**config.mk**
```make
export PLATFORM = sky130hd
export DESIGN_NAME = mole_game_fsm
export DESIGN_NICKNAME = d
export VERILOG_FILES = /design/src/rtl/mole_game_fsm.sv
export SDC_FILE = /design/constraint.sdc
export NUM_CORES = 1
export LEC_CHECK = 0
export CAP_MARGIN = 25
export CORE_ASPECT_RATIO = 1.1
export CORE_UTILIZATION = 29
export DETAILED_ROUTE_END_ITERATION = 7
export DONT_BUFFER_PORTS = 1
export MAX_ROUTING_LAYER = met4
export PLACE_DENSITY_LB_ADDON = 0.3
export SLEW_MARGIN = 20
export SYNTH_ARGS = -nofsm -noshare
export SYNTH_HDL_FRONTEND = slang
export SYNTH_SLANG_ARGS = --single-unit
```
**constraint.sdc**
```tcl
create_clock -name clock -period 3.46 [get_ports clock]
set_input_delay 0.692 -clock clock [delete_from_list [all_inputs] [get_ports clock]]
set_output_delay 0.692 -clock clock [all_outputs]
set_load 0.05 [all_outputs]
```
**src/rtl/mole_game_fsm.sv**
```systemverilog
// Whack-A-Mole round controller: random hole per round, hit/miss/timeout judging, score tally.
// Optional STRICT_PENALTY_EN: a wrong press in UP counts as a miss and ends the round.
module mole_game_fsm #(
  parameter int unsigned NUM_HOLES  = 4,
  parameter int unsigned UP_CYCLES  = 1000,
  parameter int unsigned GAP_CYCLES = 200,
  parameter int unsigned ROUNDS     = 16
) (
  input  logic                 clock,
  input  logic                 reset,
  input  logic                 start,
  input  logic [NUM_HOLES-1:0] hit_pulse,
  output logic [NUM_HOLES-1:0] mole,
  output logic [7:0]           score,
  output logic [7:0]           misses,
  output logic                 busy,
  output logic                 game_over
);

  localparam int unsigned HW   = $clog2(NUM_HOLES);
  localparam int unsigned TMAX = (UP_CYCLES > GAP_CYCLES) ? UP_CYCLES : GAP_CYCLES;
  localparam int unsigned TW   = $clog2(TMAX);
  localparam logic [TW-1:0] GAP_LOAD   = TW'(GAP_CYCLES - 1);
  localparam logic [TW-1:0] UP_LOAD    = TW'(UP_CYCLES - 1);
  localparam logic [7:0]    ROUNDS_END = 8'(ROUNDS);

  typedef enum logic [1:0] {S_IDLE, S_GAP, S_UP, S_DONE} state_e;

  state_e               state_q, state_d;
  logic [TW-1:0]        timer_q, timer_d;
  logic [7:0]           round_q, round_d;
  logic [7:0]           lfsr_q, lfsr_d;
  logic [NUM_HOLES-1:0] mole_q, mole_d;
  logic [7:0]           score_q, score_d;
  logic [7:0]           misses_q, misses_d;
  logic                 busy_q, busy_d;
  logic                 over_q, over_d;
  logic                 end_round;
  logic [7:0]           round_inc;

  // State and output registers
  always_ff @(posedge clock) begin
    if (reset) begin
      state_q  <= S_IDLE;
      timer_q  <= '0;
      round_q  <= '0;
      lfsr_q   <= 8'hA5;
      mole_q   <= '0;
      score_q  <= '0;
      misses_q <= '0;
      busy_q   <= 1'b0;
      over_q   <= 1'b0;
    end else begin
      state_q  <= state_d;
      timer_q  <= timer_d;
      round_q  <= round_d;
      lfsr_q   <= lfsr_d;
      mole_q   <= mole_d;
      score_q  <= score_d;
      misses_q <= misses_d;
      busy_q   <= busy_d;
      over_q   <= over_d;
    end
  end

  // Next-state and registered-output logic
  always_comb begin
    state_d   = state_q;
    timer_d   = timer_q;
    round_d   = round_q;
    lfsr_d    = {lfsr_q[6:0], lfsr_q[7] ^ lfsr_q[5] ^ lfsr_q[4] ^ lfsr_q[3]};
    mole_d    = mole_q;
    score_d   = score_q;
    misses_d  = misses_q;
    busy_d    = busy_q;
    over_d    = over_q;
    end_round = 1'b0;
    round_inc = round_q + 8'd1;

    unique case (state_q)
      S_IDLE, S_DONE: begin
        if (start) begin
          score_d  = '0;
          misses_d = '0;
          round_d  = '0;
          timer_d  = GAP_LOAD;
          busy_d   = 1'b1;
          over_d   = 1'b0;
          state_d  = S_GAP;
        end
      end
      S_GAP: begin
        if (timer_q == '0) begin
          mole_d  = NUM_HOLES'(1) << lfsr_q[HW-1:0];
          timer_d = UP_LOAD;
          state_d = S_UP;
        end else begin
          timer_d = timer_q - TW'(1);
        end
      end
      S_UP: begin
        // A hit wins over a simultaneous timeout
        if (hit_pulse == mole_q) begin
          score_d   = score_q + 8'd1;
          end_round = 1'b1;
        end
`ifdef STRICT_PENALTY_EN
        else if (hit_pulse != '0) begin
          misses_d  = misses_q + 8'd1;
          end_round = 1'b1;
        end
`endif
        else if (timer_q == '0) begin
          misses_d  = misses_q + 8'd1;
          end_round = 1'b1;
        end else begin
          timer_d = timer_q - TW'(1);
        end

        if (end_round) begin
          mole_d  = '0;
          round_d = round_inc;
          if (round_inc == ROUNDS_END) begin
            busy_d  = 1'b0;
            over_d  = 1'b1;
            state_d = S_DONE;
          end else begin
            timer_d = GAP_LOAD;
            state_d = S_GAP;
          end
        end
      end
      default: state_d = S_IDLE;
    endcase
  end

  assign mole      = mole_q;
  assign score     = score_q;
  assign misses    = misses_q;
  assign busy      = busy_q;
  assign game_over = over_q;

endmodule

```
==> parameters.txt, run 1 <==
Parameter                              Value

STA
  Unrepaired setup endpoints after global routing    no
  Transition at the pin with the smallest max-transition slack    0.815 ns
  Upper clock frequency limit    398 MHz
  Max-Slew Margin vs Limit    0.455
  Final period util    0.727
  Period minus WS final    2.51 ns
  Final Hold Viols    0
  Final number of setup-violating endpoints    0
  Slew Limit Fails    0
  Worst clock skew    0.0122 ns
  Total negative slack for setup checks    0 ns

Synthesis
  Area share of the leading cell type in the synthesized netlist    0.349
  Most used standard cell by instance count after synthesis    sky130_fd_sc_hd__dfxtp_1
  Gate count after technology mapping    356
  Net Count, Synth    371
  Proportion of synthesized chip area in sequential cells    0.349
  Top_reg_cell synth    sky130_fd_sc_hd__dfxtp_1
  Most instantiated cells after synthesis    50 x sky130_fd_sc_hd__dfxtp_1, 45 x sky130_fd_sc_hd__nor2_1, 33 x sky130_fd_sc_hd__a21oi_1, 32 x sky130_fd_sc_hd__nand2_1, 16 x sky130_fd_sc_hd__o21ai_0
  Cell accounting for the most synthesized area    sky130_fd_sc_hd__dfxtp_1
  Number of storage elements in the synthesis netlist    50
  Cell Area, Synth    2870 um^2
  Count of yosys warnings during synthesis    0
  Distinct cell type count of the synthesized netlist    61
  Number of synthesized flops with an enable pin    0
  Synthesized area per cell    8.06 um^2
  Synth async-reset ratio    0
  Area contributors post-synth    sky130_fd_sc_hd__dfxtp_1 35%, sky130_fd_sc_hd__nor2_1 5.9%, sky130_fd_sc_hd__a21oi_1 5.8%

Clocking
  Post-CTS clock slew at the launch and capture registers of the worst setup and hold paths    0.09 ns
  Number of sinks driven by the clock tree    50
  Number of levels the H-tree was split into    2
  CTS tree    done
  Resize count post-CTS    0
  Root Driver    sky130_fd_sc_hd__clkbuf_8
  Post-CTS repair timing setup buffer count    0
  Longest Clk Path Bufs    2
  Skew-Pair Late Insertion Delay    0.31 ns
  Number of hold buffers added after CTS    0
  Clock buffers created by TritonCTS    5

Layout
  FILL cells    1008
  Layout cells sized above 1    0.0789
  Number of nets in the finished design    369
  Diode count    0
  Syn-to-layout area delta    8.07%

Setup path
  FF-to-FF setup slack    0.95 ns
  Largest driver fanout on the critical path    8
  Critical Path Stages    8
  Combined buffer and inverter count along the critical path    1
  Required time of the critical path    3.70 ns
  R2R depth    8
  Crit Path Class    flop to flop
  Crit path largest cell delay    0.50 ns
  Critical Path Source Type    flop
  Library cell contributing the largest single delay on the critical path    sky130_fd_sc_hd__and3_1
  Dominant delay contributor by cell family on the critical path    simple AND/OR/NAND/NOR gates
  Cell Chain, Critical Path    inv_1, ha_1, nor4b_4, and3_1, nor2_2, a2111oi_0, o211ai_1, nand3_1
  CP Data Arrival Time    2.76 ns
  Element type at the critical path end    flop

Route
  Routed WL per cell    14.9 um
  Number of vias in the routed layout    2612
  DRC Markers    0
  Total Wirelength    7040 um
  Number of violations reported at the end of detailed-routing iteration 0    223
  Via count normalized by instance count    5.53
  Router iterations before antenna repair    5
  Count of nets left with antenna violations after detail routing    0

Global route
  First-pass GRT wire length    11800 um
  Total global routing overflow    0
  Initial antenna violation count    0
  Number of global-route vias before repair    2427
  Largest net degree at the start of global routing    38
  Overall fraction of global-route tracks in use    0.143

Die
  Row count    37
  I/O pin total    29
  Initial cell density of the core    0.302
  Area of the placeable core    9490 um^2
  Die Outline Area    10300 um^2
  Die extent in y    106 um
  Overall die width    96.8 um

Pwr
  Peak supply drop    211 uV
  Share of power burned in combinational logic    0.300
  Power consumption    0.00153 W
  Switching share of power    0.357
  Part of the total power dissipated in sequential elements    0.429
  Leak    1.06 nW
  Design internal power    0.000986 W
  Ratio of total power to cell area    495 nW/um^2
  Net switching power figure    0.000547 W
  Clock network fraction of total power    0.271

Worst hold path
  Number of stages on the worst hold path    1
  Worst hold-check path type    flop to flop

Status
  Run status    complete, no violations

Place
  Detail Placement HPWL    5040 um
  Input/output buffers    0
  Weighted congestion reported at the end of routability-driven placement    0.880

Run
  Maximum Capacitance Violations    0
==> per-layer routing <==
layer  GRT usage  vias to the layer above  share of wire
met3      0.0283                        9          0.054
met2       0.228                       85           0.47
li1            -                     1275              -
met1       0.182                     1243           0.47
met5           -                        -              0
met4      0.0469                        0          0.012
==> power groups by stage <==
stage               clock network, W  logic [W]  registers (W)
floorplan                          0   0.000363       0.000663
global placement                   0   0.000450       0.000670
detailed placement                 0   0.000452       0.000671
CTS                         0.000437   0.000455       0.000658
global route                0.000452   0.000513       0.000663
finish                      0.000415   0.000460       0.000658
==> placed cells by master (no fill, tap or decap), types with 4 or more instances in the layout <==
cell | netlist | final
sky130_fd_sc_hd__a22oi_1 | 4 | 4
sky130_fd_sc_hd__dfxtp_1 | 50 | 50
sky130_fd_sc_hd__nand3b_1 | 5 | 5
sky130_fd_sc_hd__ha_1 | 8 | 8
sky130_fd_sc_hd__buf_4 | 0 | 6
sky130_fd_sc_hd__nand4_1 | 6 | 6
sky130_fd_sc_hd__nand2b_1 | 4 | 4
sky130_fd_sc_hd__and3_1 | 4 | 4
sky130_fd_sc_hd__nor3_1 | 8 | 8
sky130_fd_sc_hd__o21ai_0 | 16 | 16
sky130_fd_sc_hd__nor2_1 | 45 | 45
sky130_fd_sc_hd__o21ai_1 | 10 | 10
sky130_fd_sc_hd__xnor2_1 | 12 | 12
sky130_fd_sc_hd__inv_1 | 12 | 12
sky130_fd_sc_hd__nor2b_1 | 7 | 7
sky130_fd_sc_hd__a21oi_1 | 33 | 33
sky130_fd_sc_hd__nand2_1 | 32 | 32
sky130_fd_sc_hd__o211ai_1 | 4 | 4
sky130_fd_sc_hd__xor2_1 | 8 | 8
sky130_fd_sc_hd__clkbuf_8 | 0 | 5
sky130_fd_sc_hd__nand3_1 | 14 | 14
==> area by class of cell <==
type,instances,area (um^2),area share
Multi-Input combinational cell,277,1750,0.563
Sequential cell,50,1000,0.323
Tap cell,117,146,0.0472
Clock buffer,7,76.3,0.0246
Inverter,14,55.1,0.0178
Timing Repair Buffer,6,45.0,0.0145
Clock inverter,1,30.0,0.00969
==> worst register-to-register path, cell delays in order, from the launching register on <==
cell	delay, ns
sky130_fd_sc_hd__dfxtp_1	0.36
sky130_fd_sc_hd__inv_1	0.11
sky130_fd_sc_hd__ha_1	0.26
sky130_fd_sc_hd__nor4b_4	0.35
sky130_fd_sc_hd__and3_1	0.50
sky130_fd_sc_hd__nor2_2	0.18
sky130_fd_sc_hd__a2111oi_0	0.44
sky130_fd_sc_hd__o211ai_1	0.17
sky130_fd_sc_hd__nand3_1	0.11
==> through the flow <==
stage / utilization / hold WS (ns) / worst slack, ns / instance area (um^2) / instances
after detailed placement: 0.315 / 0.400 / 1.00 / 2990 / 464
after global routing: 0.327 / 0.427 / 0.704 / 3100 / 472
final: 0.327 / 0.424 / 0.946 / 3100 / 472
after floorplan: - / 0.389 / 1.28 / 2870 / 356
after CTS: 0.327 / 0.430 / 0.968 / 3100 / 472
after global placement: 0.315 / 0.392 / 1.03 / 2990 / 464
==> kinds of logic after synthesis <==
kind of cell / count (synthesis) / share of synthesized area
xor+xnor: 20 / 0.0611
fa+ha+maj: 8 / 0.0349
mux: 3 / 0.0113
simple gates: 147 / 0.275
compound gates: 99 / 0.226
flops: 50 / 0.349
buf+inv: 29 / 0.0423
==> final timing paths <==
kind,end,start
setup / recovery,timer_q[7],timer_q[0]
hold / removal,lfsr_q[7],lfsr_q[6]
setup reg to reg,timer_q[7],timer_q[0]
hold reg to reg,lfsr_q[7],lfsr_q[6]
==> flip-flops by register name, summed over array words and instances (netlist names) <==
signal / cells
mole: 4
state_q: 2
score: 8
lfsr_q: 8
round_q: 8
game_over: 1
timer_q: 10
misses: 8
busy: 1
Power figures use the tool's default switching activity.
==> run 2: changes to the inputs <==
==> constraint.sdc (replaced) <==
create_clock -name clock -period 2.1 [get_ports clock]
set_input_delay 0.42 -clock clock [delete_from_list [all_inputs] [get_ports clock]]
set_output_delay 0.42 -clock clock [all_outputs]
set_load 0.05 [all_outputs]
==> run 2 against run 1 <==
Design area grew 15%. First-iteration DRC count shrank 39%. Clock skew shrank 0.00096 ns. Hold slack lost 0.26 ns. Sequential share of layout area shrank 3.9 points. Worst setup slack lost 0.80 ns. Final cell count grew 12%. Largest power group unchanged.
==> parameters.txt, run 2 (same netlist as run 1, synthesis figures left out) <==
Parameter                              Value

Status
  Run status    complete, no violations

Die
  Die Outline Area    10300 um^2 (unchanged)
  Overall die width    96.8 um (unchanged)
  Die extent in y    106 um (unchanged)
  Area of the placeable core    9490 um^2 (unchanged)
  Initial cell density of the core    0.302 (unchanged)
  I/O pin total    29 (unchanged)
  Row count    37 (unchanged)

Setup path
  CP Data Arrival Time    2.17 ns (-0.59 ns)
  R2R depth    10 (+2)
  Required time of the critical path    2.31 ns (-1.39 ns)
  Crit Path Class    flop to flop
  Worst reg2reg path startpoint    timer_q[1]
  Critical Path Source Type    flop
  End point of the critical path    timer_q[6]
  Endpoint of the worst register-to-register path    timer_q[6]
  Largest driver fanout on the critical path    5 (-3)
  Element type at the critical path end    flop
  Launching element of the worst setup path    timer_q[1]
  FF-to-FF setup slack    0.15 ns (-0.80 ns)

Place
  Weighted congestion reported at the end of routability-driven placement    0.828 (-5.9%)
  Place WS    0.0535 ns (-0.948 ns)
  Input/output buffers    0 (unchanged)
  Placed cell areas    3380 um^2 (+13%)
  Detail Placement HPWL    5490 um (+8.9%)

Route
  Via count normalized by instance count    5.26 (-5.0%)
  Total Wirelength    7540 um (+7.1%)
  Routed WL per cell    14.3 um (-4.1%)
  Router iterations before antenna repair    4 (-1)
  Number of violations reported at the end of detailed-routing iteration 0    136 (-39%)
  DRC Markers    0 (unchanged)
  Number of vias in the routed layout    2771 (+6.1%)
  Count of nets left with antenna violations after detail routing    0 (unchanged)

Global route
  Overall fraction of global-route tracks in use    0.155 (+0.0118)
  Largest net degree at the start of global routing    38 (unchanged)
  Number of global-route vias before repair    2652 (+9.3%)
  Initial antenna violation count    0 (unchanged)
  First-pass GRT wire length    12700 um (+7.6%)
  Total global routing overflow    0 (unchanged)

STA
  Final Hold Viols    0 (unchanged)
  Period minus WS final    1.95 ns (-0.560 ns)
  Upper clock frequency limit    512 MHz (+29%)
  Final number of setup-violating endpoints    0 (unchanged)
  Slew Limit Fails    0 (unchanged)
  Max-Slew Margin vs Limit    0.635 (+0.180)
  Slack of the critical path    0.145 ns (-0.800 ns)
  Final period util    0.931 (+0.204)
  Worst clock skew    0.0112 ns (-0.000960 ns)
  Transition at the pin with the smallest max-transition slack    0.544 ns (-0.272 ns)
  Total negative slack for setup checks    0 ns (unchanged)

Pwr
  Peak supply drop    337 uV (+60%)
  Leak    1.34 nW (+27%)
  Ratio of total power to cell area    738 nW/um^2 (+49%)

Layout
  FILL cells    981 (-2.7%)
  Register containing the most flip-flops in the final layout    timer_q
  Post-route cell area    3560 um^2 (+15%)
  Commonest non-fill, non-tap cell in the layout    sky130_fd_sc_hd__buf_4
  Utilization of the core after routing    0.375 (+0.0483)
  Number of nets in the finished design    424 (+15%)
  Commonest non-fill, non-tap cells in the layout    60 x sky130_fd_sc_hd__buf_4, 45 x sky130_fd_sc_hd__nor2_1, 44 x sky130_fd_sc_hd__dfxtp_1, 32 x sky130_fd_sc_hd__a21oi_1, 32 x sky130_fd_sc_hd__nand2_1
  Syn-to-layout area delta    24.0%
  Largest register FFs    10 (unchanged)
  Layout cells sized above 1    0.239 (+0.160)
  Diode count    0 (unchanged)

Worst hold path
  Worst hold-check path type    input pin to flop
  Number of stages on the worst hold path    1 (unchanged)

Clocking
  Root Driver    sky130_fd_sc_hd__clkbuf_8
  Longest Clk Path Bufs    2 (unchanged)
  Number of sinks driven by the clock tree    50 (unchanged)
  Post-CTS clock slew at the launch and capture registers of the worst setup and hold paths    0.10 ns (about the same)
  Clock buffers created by TritonCTS    5 (unchanged)
  Number of levels the H-tree was split into    2 (unchanged)
  Skew-Pair Late Insertion Delay    0.31 ns (about the same)
  CTS tree    done

Run
  Maximum Capacitance Violations    0 (unchanged)
run 2: timing repair:
item	in CTS	in global routing
setup endpoints to repair	0	21
buffers inserted	0	4
hold buffers	0	0
gates resized for setup	0	16
run 2: area by class of cell:
class | count | area (um^2) | area share
Clock buffer | 6 | 72.6 | 0.0204
Clock inverter | 2 | 13.8 | 0.00387
Inverter | 14 | 55.1 | 0.0155
Multi-Input combinational cell | 277 | 1800 | 0.506
Sequential cell | 50 | 1010 | 0.284
Tap cell | 117 | 146 | 0.0412
Timing Repair Buffer | 61 | 462 | 0.130
run 2: metal layers:
| layer | routed length (um) | track usage | vias up |
|---|---|---|---|
| met1 | 3510 | 0.193 | 1312 |
| li1 | - | - | 1385 |
| met4 | 135 | 0.0554 | 0 |
| met2 | 3560 | 0.248 | 62 |
| met3 | 329 | 0.0329 | 12 |
| met5 | 0 | - | - |
run 2: worst max-delay path, cell delays in order, from the launching register on:
cell,delay (ns)
sky130_fd_sc_hd__dfxtp_2,0.34
sky130_fd_sc_hd__inv_1,0.07
sky130_fd_sc_hd__ha_1,0.16
sky130_fd_sc_hd__nor4b_4,0.22
sky130_fd_sc_hd__buf_4,0.15
sky130_fd_sc_hd__buf_4,0.12
sky130_fd_sc_hd__nor2b_2,0.19
sky130_fd_sc_hd__a21oi_1,0.08
sky130_fd_sc_hd__o21ai_0,0.16
sky130_fd_sc_hd__o21ai_0,0.10
sky130_fd_sc_hd__o31a_1,0.27
run 2: report_power, final:
part           switching, W  internal [W]  leakage, nW
clock network      0.000345      0.000236       0.0452
logic              0.000561      0.000424        0.880
registers         0.0000540       0.00101        0.410
run 2: through the flow:
| stage | total power (W) | hold WS, ns | cells |
|---|---|---|---|
| 5_1_grt | 0.00280 | 0.146 | 527 |
| 3_3_place_gp | 0.00201 | 0.396 | 515 |
| 4_1_cts | 0.00261 | 0.144 | 523 |
| 2_1_floorplan | 0.00169 | 0.389 | 356 |
| 6_report | 0.00262 | 0.165 | 527 |
| 3_5_place_dp | 0.00202 | 0.404 | 515 |
run 2: worst min path at each step:
stage,from,to,slack [ns]
floorplan,lfsr_q[6],lfsr_q[7],0.39
detailed placement,lfsr_q[6],lfsr_q[7],0.40
global route,reset,mole[3],0.15
global placement,lfsr_q[6],lfsr_q[7],0.40
finish,reset,mole[2],0.16
CTS,reset,mole[3],0.14
==> run 3: changes to the inputs <==
--- a/config.mk
+++ b/config.mk
@@ -5,11 +5,12 @@
 export SDC_FILE = /design/constraint.sdc
 export NUM_CORES = 1
 export LEC_CHECK = 0
-export CAP_MARGIN = 25
+export CAP_MARGIN = 5
 export CORE_ASPECT_RATIO = 1.1
-export CORE_UTILIZATION = 29
+export CORE_UTILIZATION = 57
 export DETAILED_ROUTE_END_ITERATION = 7
 export DONT_BUFFER_PORTS = 1
+export HOLD_SLACK_MARGIN = 0.12
 export MAX_ROUTING_LAYER = met4
 export PLACE_DENSITY_LB_ADDON = 0.3
 export SLEW_MARGIN = 20
==> run 3 against run 2 <==
Largest cell class unchanged. Clock skew fell by 0.0034 ns. Largest power group unchanged. Register-to-register slack got worse by 0.04 ns. Global-route usage rose by 13 points. Final cell count fell by 13%.
==> parameters.txt, run 3 (same netlist as run 1, synthesis figures left out) <==
Parameter                              Value

Global route
  Initial antenna violation count    0 (unchanged)
  Number of global-route vias before repair    2651 (-0.038%)
  Largest net degree at the start of global routing    38 (unchanged)
  First-pass GRT wire length    12000 um (-4.9%)
  Total global routing overflow    0 (unchanged)
  Overall fraction of global-route tracks in use    0.286 (+0.131)

Layout
  Commonest non-fill, non-tap cells in the layout    47 x sky130_fd_sc_hd__buf_4, 45 x sky130_fd_sc_hd__nor2_1, 42 x sky130_fd_sc_hd__dfxtp_1, 32 x sky130_fd_sc_hd__a21oi_1, 30 x sky130_fd_sc_hd__nand2_1
  Commonest non-fill, non-tap cell in the layout    sky130_fd_sc_hd__buf_4
  Number of nets in the finished design    414 (-2.4%)
  Diode count    0 (unchanged)
  Layout cells sized above 1    0.235 (-0.00402)
  Syn-to-layout area delta    21.1%
  Register containing the most flip-flops in the final layout    timer_q
  Utilization of the core after routing    0.731 (+0.356)
  Largest register FFs    10 (unchanged)

Die
  Area of the placeable core    4750 um^2 (-50%)
  Overall die width    69.6 um (-28%)
  I/O pin total    29 (unchanged)
  Row count    26 (-30%)
  Die extent in y    76.4 um (-28%)
  Die Outline Area    5320 um^2 (-48%)
  Initial cell density of the core    0.604 (+0.302)

Route
  Via count normalized by instance count    6.23 (+18%)
  Number of vias in the routed layout    2840 (+2.5%)
  DRC Markers    0 (unchanged)
  Count of nets left with antenna violations after detail routing    0 (unchanged)
  Routed WL per cell    16.8 um (+17%)
  Number of violations reported at the end of detailed-routing iteration 0    318 (+130%)
  Router iterations before antenna repair    6 (+2)
  Total Wirelength    7650 um (+1.5%)

Worst hold path
  Worst hold-check path type    input pin to flop

Setup path
  Crit Path Class    flop to flop
  Required time of the critical path    2.35 ns (+0.04 ns)
  Dominant delay contributor by cell family on the critical path    simple AND/OR/NAND/NOR gates
  Critical Path Source Type    flop
  FF-to-FF setup slack    0.10 ns (-0.04 ns)
  Library cell contributing the largest single delay on the critical path    sky130_fd_sc_hd__or4_1
  Crit path largest cell delay    0.52 ns (+0.18 ns)
  Element type at the critical path end    flop
  Largest driver fanout on the critical path    5 (unchanged)
  CP Data Arrival Time    2.25 ns (+0.08 ns)
  Cell Chain, Critical Path    inv_2, ha_4, nor4b_4, and3_1, buf_6, buf_4, or4_1, o311ai_2, a32o_1
  Combined buffer and inverter count along the critical path    3 (unchanged)

Clocking
  Number of hold buffers added after CTS    0 (unchanged)
  Number of sinks driven by the clock tree    50 (unchanged)
  Root Driver    sky130_fd_sc_hd__clkbuf_8
  Post-CTS clock slew at the launch and capture registers of the worst setup and hold paths    0.09 ns (about the same)
  Longest Clk Path Bufs    2 (unchanged)
  CTS tree    done
  Clock buffers created by TritonCTS    5 (unchanged)
  Number of levels the H-tree was split into    2 (unchanged)
  Skew-Pair Late Insertion Delay    0.30 ns (about the same)

STA
  Final number of setup-violating endpoints    0 (unchanged)
  Transition at the pin with the smallest max-transition slack    0.540 ns (-0.00359 ns)
  Slew Limit Fails    0 (unchanged)
  Max-Slew Margin vs Limit    0.639 (+0.00433)
  Period minus WS final    2.00 ns (+0.0426 ns)
  Final period util    0.951 (+0.0203)
  Upper clock frequency limit    501 MHz (-2.1%)
  Worst clock skew    0.00783 ns (-0.00342 ns)
  Total negative slack for setup checks    0 ns (unchanged)
  Final Hold Viols    0 (unchanged)
  Unrepaired setup endpoints after global routing    no

Pwr
  Ratio of total power to cell area    799 nW/um^2 (+8.4%)
  Clock network fraction of total power    0.243 (+0.022)
  Peak supply drop    461 uV (+37%)
  Switching share of power    0.353 (-0.0130)
  Net switching power figure    0.000978 W (+2.0%)
  Design internal power    0.00180 W (+7.9%)
  Leak    1.30 nW (-2.8%)
  Part of the total power dissipated in sequential elements    0.387 (-0.017)
  Share of power burned in combinational logic    0.371 (-0.004)

Place
  Input/output buffers    0 (unchanged)
  Detail Placement HPWL    5360 um (-2.3%)
  Weighted congestion reported at the end of routability-driven placement    0.982 (+19%)

Run
  Maximum Capacitance Violations    0 (unchanged)

Status
  Run status    complete, no violations
[run 3: timing repair]
action / CTS / global route
endpoints found under the setup margin: 0 / 22
setup buffers: 0 / 1
gates resized for setup: 0 / 21
[run 3: stage by stage]
stage / total power (W) / hold slack, ns / cells / cell area [um^2] / setup WS [ns]
after detailed placement: 0.00201 / 0.403 / 446 / 3270 / 0.0458
after CTS: 0.00268 / 0.162 / 454 / 3380 / 0.0297
after floorplan: 0.00169 / 0.389 / 356 / 2870 / 0.0712
after global routing: 0.00292 / 0.154 / 456 / 3470 / 0.000507
final: 0.00278 / 0.173 / 456 / 3470 / 0.103
after global placement: 0.00198 / 0.399 / 446 / 3270 / 0.0885
[run 3: cell type report]
| class | instances | area, um^2 |
|---|---|---|
| multi-input combinational | 278 | 1820 |
| timing repair buffer | 50 | 404 |
| fill | 372 | 1280 |
| inverter | 14 | 57.6 |
| clock inverter | 1 | 30.0 |
| sequential | 50 | 1010 |
| clock buffer | 7 | 76.3 |
| tap | 56 | 70.1 |
[run 3: path summary, 6_finish.rpt]
check / start / endpoint / cells after the start
hold / removal: reset / mole[1] / 1
setup / recovery: timer_q[1] / timer_q[3] / 9
setup reg to reg: timer_q[1] / timer_q[3] / 9
hold reg to reg: lfsr_q[6] / lfsr_q[7] / 1
[run 3: power by group through the flow]
stage	Combinational, W	Clock (W)	Sequential [W]
2_1_floorplan	0.000598	0	0.00109
3_3_place_gp	0.000900	0	0.00108
3_5_place_dp	0.000919	0	0.00109
4_1_cts	0.000931	0.000687	0.00106
5_1_grt	0.00112	0.000727	0.00108
6_report	0.00103	0.000673	0.00107
[run 3: routing by layer]
layer  vias up  global-route usage  part of all wire
li1       1369                   -                 -
met2       117               0.470              0.49
met1      1336               0.343              0.43
met5         -                   -                 0
met4         0               0.124             0.019
met3        18              0.0542             0.063
